[src/rtl/serial_sub_pkg.sv]
// Shared types and constants for the bit-serial subtractor controller.
package serial_sub_pkg;

   localparam int DEFAULT_WIDTH = 8;

   typedef enum logic [1:0] {
      IDLE = 2'd0,
      RUN  = 2'd1,
      DONE = 2'd2
   } state_t;

endpackage

[src/rtl/serial_sub_if.sv]
// Start/done handshake bundle between a requester and serial_sub_ctrl.
interface serial_sub_if
   import serial_sub_pkg::*;
#(
   parameter int WIDTH = DEFAULT_WIDTH
) ();

   logic             start_valid;
   logic             start_ready;
   logic [WIDTH-1:0] a;
   logic [WIDTH-1:0] b;
   logic             done_valid;
   logic             done_ready;
   logic [WIDTH-1:0] diff;
   logic             borrow_out;
   logic             busy;

   modport master (
      output start_valid, a, b, done_ready,
      input  start_ready, done_valid, diff, borrow_out, busy
   );

   modport slave (
      input  start_valid, a, b, done_ready,
      output start_ready, done_valid, diff, borrow_out, busy
   );

endinterface

[src/rtl/fs_cell.sv]
// Combinational full-subtractor: ai - bi - bin, built from two half-subtractors.
module fs_cell (
   input  logic ai,
   input  logic bi,
   input  logic bin,
   output logic d,
   output logic bout
);

   logic d1_s;
   logic b1_s;
   logic b2_s;

   half_sub u_hs_ab (
      .x  (ai),
      .y  (bi),
      .d  (d1_s),
      .bo (b1_s)
   );

   half_sub u_hs_bin (
      .x  (d1_s),
      .y  (bin),
      .d  (d),
      .bo (b2_s)
   );

   assign bout = b1_s | b2_s;

endmodule

[src/rtl/half_sub.sv]
// Combinational half-subtractor: x - y with borrow out.
module half_sub (
   input  logic x,
   input  logic y,
   output logic d,
   output logic bo
);

   assign d  = x ^ y;
   assign bo = ~x & y;

endmodule

[src/rtl/serial_sub_ctrl.sv]
// Bit-serial unsigned subtractor: one bit per cycle, LSB first, with
// valid/ready handshakes on operand intake and result delivery.
module serial_sub_ctrl
   import serial_sub_pkg::*;
#(
   parameter int WIDTH = DEFAULT_WIDTH
) (
   input  logic        clk,
   input  logic        rst_n,
   serial_sub_if.slave bus
);

   localparam int CW = $clog2(WIDTH + 1);

   state_t           state_r;
   state_t           state_nxt_s;
   logic [WIDTH-1:0] a_sh_r;
   logic [WIDTH-1:0] b_sh_r;
   logic [WIDTH-1:0] res_sh_r;
   logic [WIDTH-1:0] res_nxt_s;
   logic [WIDTH-1:0] diff_r;
   logic [CW-1:0]    cnt_r;
   logic             bin_r;
   logic             borrow_r;
   logic             d_s;
   logic             bout_s;
   logic             start_hs_s;
   logic             done_hs_s;
   logic             last_bit_s;

   fs_cell u_fs (
      .ai   (a_sh_r[0]),
      .bi   (b_sh_r[0]),
      .bin  (bin_r),
      .d    (d_s),
      .bout (bout_s)
   );

   assign start_hs_s = bus.start_valid && (state_r == IDLE);
   assign done_hs_s  = bus.done_ready && (state_r == DONE);
   assign last_bit_s = (state_r == RUN) && (cnt_r == CW'(WIDTH - 1));
   // New bit enters at the MSB so bit 0 reaches diff[0] after WIDTH shifts.
   assign res_nxt_s  = (res_sh_r >> 1) | (WIDTH'(d_s) << (WIDTH - 1));

   // State register
   always_ff @(posedge clk or negedge rst_n) begin
      if (!rst_n) begin
         state_r <= IDLE;
      end else begin
         state_r <= state_nxt_s;
      end
   end

   // Next-state decode
   always_comb begin
      state_nxt_s = state_r;
      case (state_r)
         IDLE: begin
            if (start_hs_s) state_nxt_s = RUN;
            else            state_nxt_s = IDLE;
         end
         RUN: begin
            if (last_bit_s) state_nxt_s = DONE;
            else            state_nxt_s = RUN;
         end
         DONE: begin
            if (done_hs_s) state_nxt_s = IDLE;
            else           state_nxt_s = DONE;
         end
         default: state_nxt_s = IDLE;
      endcase
   end

   // Operand shifters, borrow chain, bit counter and result capture
   always_ff @(posedge clk or negedge rst_n) begin
      if (!rst_n) begin
         a_sh_r   <= '0;
         b_sh_r   <= '0;
         res_sh_r <= '0;
         diff_r   <= '0;
         cnt_r    <= '0;
         bin_r    <= 1'b0;
         borrow_r <= 1'b0;
      end else if (start_hs_s) begin
         a_sh_r <= bus.a;
         b_sh_r <= bus.b;
         bin_r  <= 1'b0;
         cnt_r  <= '0;
      end else if (state_r == RUN) begin
         a_sh_r   <= a_sh_r >> 1;
         b_sh_r   <= b_sh_r >> 1;
         res_sh_r <= res_nxt_s;
         bin_r    <= bout_s;
         cnt_r    <= cnt_r + CW'(1);
         if (last_bit_s) begin
            diff_r   <= res_nxt_s;
            borrow_r <= bout_s;
         end
      end
   end

   assign bus.start_ready = (state_r == IDLE);
   assign bus.done_valid  = (state_r == DONE);
   assign bus.busy        = (state_r != IDLE);
   assign bus.diff        = diff_r;
   assign bus.borrow_out  = borrow_r;

endmodule

[src/flat_wrapper.sv]
// flat-port wrapper written by rule: the top's interface ports become plain ports
module serial_sub_ctrl_flat import serial_sub_pkg::*;
#(
   parameter int WIDTH = DEFAULT_WIDTH
)
  (clk, rst_n, bus_start_valid, bus_a, bus_b, bus_done_ready, bus_start_ready, bus_done_valid, bus_diff, bus_borrow_out, bus_busy);
  serial_sub_if #(.WIDTH(WIDTH)) bus_i ();
  input  logic clk;
  input  logic rst_n;
  input wire logic [$bits(bus_i.start_valid)-1:0] bus_start_valid;
  input wire logic [$bits(bus_i.a)-1:0] bus_a;
  input wire logic [$bits(bus_i.b)-1:0] bus_b;
  input wire logic [$bits(bus_i.done_ready)-1:0] bus_done_ready;
  output wire logic [$bits(bus_i.start_ready)-1:0] bus_start_ready;
  output wire logic [$bits(bus_i.done_valid)-1:0] bus_done_valid;
  output wire logic [$bits(bus_i.diff)-1:0] bus_diff;
  output wire logic [$bits(bus_i.borrow_out)-1:0] bus_borrow_out;
  output wire logic [$bits(bus_i.busy)-1:0] bus_busy;
  assign bus_i.start_valid = bus_start_valid;
  assign bus_i.a = bus_a;
  assign bus_i.b = bus_b;
  assign bus_i.done_ready = bus_done_ready;
  assign bus_start_ready = bus_i.start_ready;
  assign bus_done_valid = bus_i.done_valid;
  assign bus_diff = bus_i.diff;
  assign bus_borrow_out = bus_i.borrow_out;
  assign bus_busy = bus_i.busy;
  serial_sub_ctrl #(.WIDTH(WIDTH)) u_core (.clk(clk), .rst_n(rst_n), .bus(bus_i));
endmodule
[config.mk]
export PLATFORM = sky130hd
export DESIGN_NAME = serial_sub_ctrl_flat
export DESIGN_NICKNAME = d
export VERILOG_FILES = /design/src/rtl/serial_sub_pkg.sv /design/src/rtl/serial_sub_if.sv /design/src/rtl/fs_cell.sv /design/src/rtl/half_sub.sv /design/src/rtl/serial_sub_ctrl.sv /design/src/flat_wrapper.sv
export SDC_FILE = /design/constraint.sdc
export NUM_CORES = 1
export LEC_CHECK = 0
export CAP_MARGIN = 10
export CORE_ASPECT_RATIO = 1.5
export CORE_MARGIN = 3
export CORE_UTILIZATION = 33
export CTS_BUF_LIST = sky130_fd_sc_hd__clkbuf_4
export DETAILED_ROUTE_END_ITERATION = 8
export SKIP_LAST_GASP = 1
export SYNTH_ARGS = -nofsm -noshare
export SYNTH_HDL_FRONTEND = slang
export SYNTH_SLANG_ARGS = --single-unit
[constraint.sdc]
create_clock -name clk -period 2 [get_ports clk]
set_clock_uncertainty 0.1 [all_clocks]
set_input_delay 0.4 -clock clk [delete_from_list [all_inputs] [get_ports clk]]
set_output_delay 0.4 -clock clk [all_outputs]
set_load 0.02 [all_outputs]
==> flow_summary.ini <==
[outcome]
status = complete, no violations

[global_routing]
grt_usage = 0.117
grt_pass1_vias = 1190
grtUsageMet3 = 0.0287
met2_usage = 0.203
top_usage_layer = met2
grt_start_max_net_pins = 40
grt_antenna_before_repair = 0
overflow = 0
met1_usage = 0.134
grt_pass1_wl_um = 5410

[worst_setup_path]
crit_slowest_cell = clkdlybuf4s50_1
crit_chain = clkdlybuf4s50_1
max_stage_delay_ps = 600
end_kind = primary output
critPathBufInv = 1
start_kind = register
r2r_start = u_core.state_r[0]
regToRegSetupSlack_ps = 500
crit_arrival_ps = 1310
cp.required_ps = 1500
criticalPathCategory = reg -> out
rr_worst_depth = 3
crit_fanout = 2
cpLargestDelayFamily = buffers and inverters
timing.rr.end = u_core.bus.diff[4]

[sta]
period_minus_slack_ps = 1810
tightest_slew_ps = 515
fin_setup_tns_ps = 0
fmax_ghz = 0.554
report.final.hold_viol_count = 0
slew_headroom = 0.657
rsz0062_at_grt = no
period_share = 0.903
finalMaxSlewViolations = 0
setup_viol = 0

[clock_tree]
cts_made_buffers = 5
ctsRootBufferMaster = clkbuf_4
clk_latency_ps = 340
clk_path_buf_depth = 2
tritoncts = done
cts_setup_buffers = 0
htree_levels = 2
numClockSinks = 39
holdBufCountCts = 0
path_clk_slew_ps = 120

[yosys]
synth.top_cell.area_share = 0.576
yosysSeqAreaShare = 0.576
yosys.area.top_type = dfrtp_1
syn_nets = 180
synth_seq_cells = 39
synth-async-reset-ratio = 1.00
synthCells = 158
synth_warnings = 0
synth_area_um2 = 1690
synth_edf_count = 0
ys_types = 26
yosysMostFrequentCell = nand2_1
avgSynthCellArea_um2 = 10.7
netlist_top_cells_area = dfrtp_1, nand2_1, mux2_4, a22oi_1, buf_2
synth_common_cells = nand2_1, dfrtp_1, a22oi_1
ys.flop_type = dfrtp_1

[power_and_ir_drop]
irDropWorstVdd_uv = 655
power_density_nw_per_um2 = 1430
p_leak_nw = 1.02

[route]
drt-initial-drc-count = 57
routedWlPerCell_um = 12.1
wirelength_um = 3150
vias_per_cell = 4.62
postRouteAntennaNets = 0
drtPass1Iterations = 4
vias = 1200
drc = 0

[place]
io_buffers = 31
dpl.hpwl_um = 2160
dp_cells = 253
place.gp.congestion = 0.687

[flow_run]
drv_cap = 0

[floorplanning]
die-area_um2 = 6050
die_y_um = 93.8
die_w_um = 64.5
ioPinCount = 32
fp.coreArea_um2 = 4890
rows = 31
initial_core_util = 0.347

[finish]
n_antenna_cell = 0
stdcell_count = 260
nFillCells = 500
area_growth_pct = 25.0
layout-drive-gt1-share = 0.144
layout.nets = 216

[min_path]
hold_class = in -> async
## layer usage
| layer | vias to the layer above | wire [um] |
|---|---|---|
| met1 | 571 | 1350 |
| met2 | 34 | 1600 |
| met5 | - | 0 |
| li1 | 590 | - |
| met4 | 0 | 56 |
| met3 | 5 | 135 |
## repair_timing
item	in CTS	in global routing
setup endpoints to repair	3	0
gates resized for setup	4	0
endpoints found under the hold margin	0	0
## logic make-up after synthesis
kind of cell / synth area share
buf+inv: 0.0502
mux: 0.0768
compound gates: 0.105
flops: 0.576
fa+ha+maj: 0.0192
xor+xnor: 0.00517
simple gates: 0.168
## where the power goes
part	switching [mW]	internal (mW)
clock	0.245	0.125
combinational	0.676	0.650
sequential	0.215	1.13
total	1.14	1.90
## worst max-delay path by stage
stage                               start            endpoint  slack [ps]  cells past startpoint
floorplan               u_core.state_r[0]  u_core.bus.diff[0]         530                      5
global placement        u_core.state_r[1]      bus_done_valid         260                      2
detailed placement      u_core.state_r[1]      bus_done_valid         240                      2
CTS                 u_core.bus.borrow_out      bus_borrow_out         160                      1
global route            u_core.state_r[1]            bus_busy          60                      3
finish                 u_core.bus.diff[6]         bus_diff[6]         190                      1
## cell type report
cell class,instances,area (um2),area share
clock buffer,5,37.5,0.0177
clock inverter,2,8.76,0.00414
inverter,5,18.8,0.00887
multi-input combinational,105,638,0.301
sequential,39,977,0.462
tap,66,82.6,0.0390
timing repair buffer,38,354,0.167
## metrics by stage
stage / worst slack, ps / utilization / area [um2] / hold slack [ps] / power [mW]
2_1_floorplan: 529 / - / 1690 / 4.41 / 2.27
3_3_place_gp: 258 / 0.424 / 2070 / 358 / 2.68
3_5_place_dp: 243 / 0.424 / 2070 / 363 / 2.73
4_1_cts: 161 / 0.433 / 2120 / 3.27 / 3.10
5_1_grt: 64.8 / 0.433 / 2120 / 32.0 / 3.33
6_report: 193 / 0.433 / 2120 / 13.9 / 3.04
## cell usage in the layout (no fill, tap or decap)
master / Yosys / final
buf_2: 7 / 1
o21ba_2: 1 / 1
clkinv_1: 0 / 1
nand2_1: 58 / 58
nor2b_1: 2 / 2
dlygate4sd2_1: 0 / 3
nor2_1: 1 / 1
nand2b_1: 1 / 1
clkinv_2: 0 / 1
o21ai_0: 5 / 5
clkbuf_4: 0 / 5
a22oi_1: 14 / 14
a21oi_1: 2 / 2
mux2_4: 8 / 8
and3_4: 1 / 1
o22ai_1: 2 / 2
mux2i_1: 1 / 1
or2_2: 1 / 1
o21bai_1: 1 / 1
nor2b_4: 1 / 1
clkdlybuf4s50_1: 0 / 27
buf_4: 0 / 7
nand3_1: 1 / 1
nor3b_2: 0 / 1
dfrtp_1: 39 / 38
inv_1: 5 / 5
dfrtp_2: 0 / 1
fa_1: 1 / 1
a21o_1: 1 / 1
ha_1: 1 / 1
xor2_1: 1 / 1
## state kept, by name, summed over array words and instances (netlist names)
name	cells
u_core.bus.borrow_out	1
u_core.res_sh_r	7
u_core.cnt_r	4
u_core.bin_r	1
u_core.bus.diff	8
u_core.b_sh_r	8
u_core.state_r	2
u_core.a_sh_r	8
No activity file was read; power rests on OpenSTA's default activity.
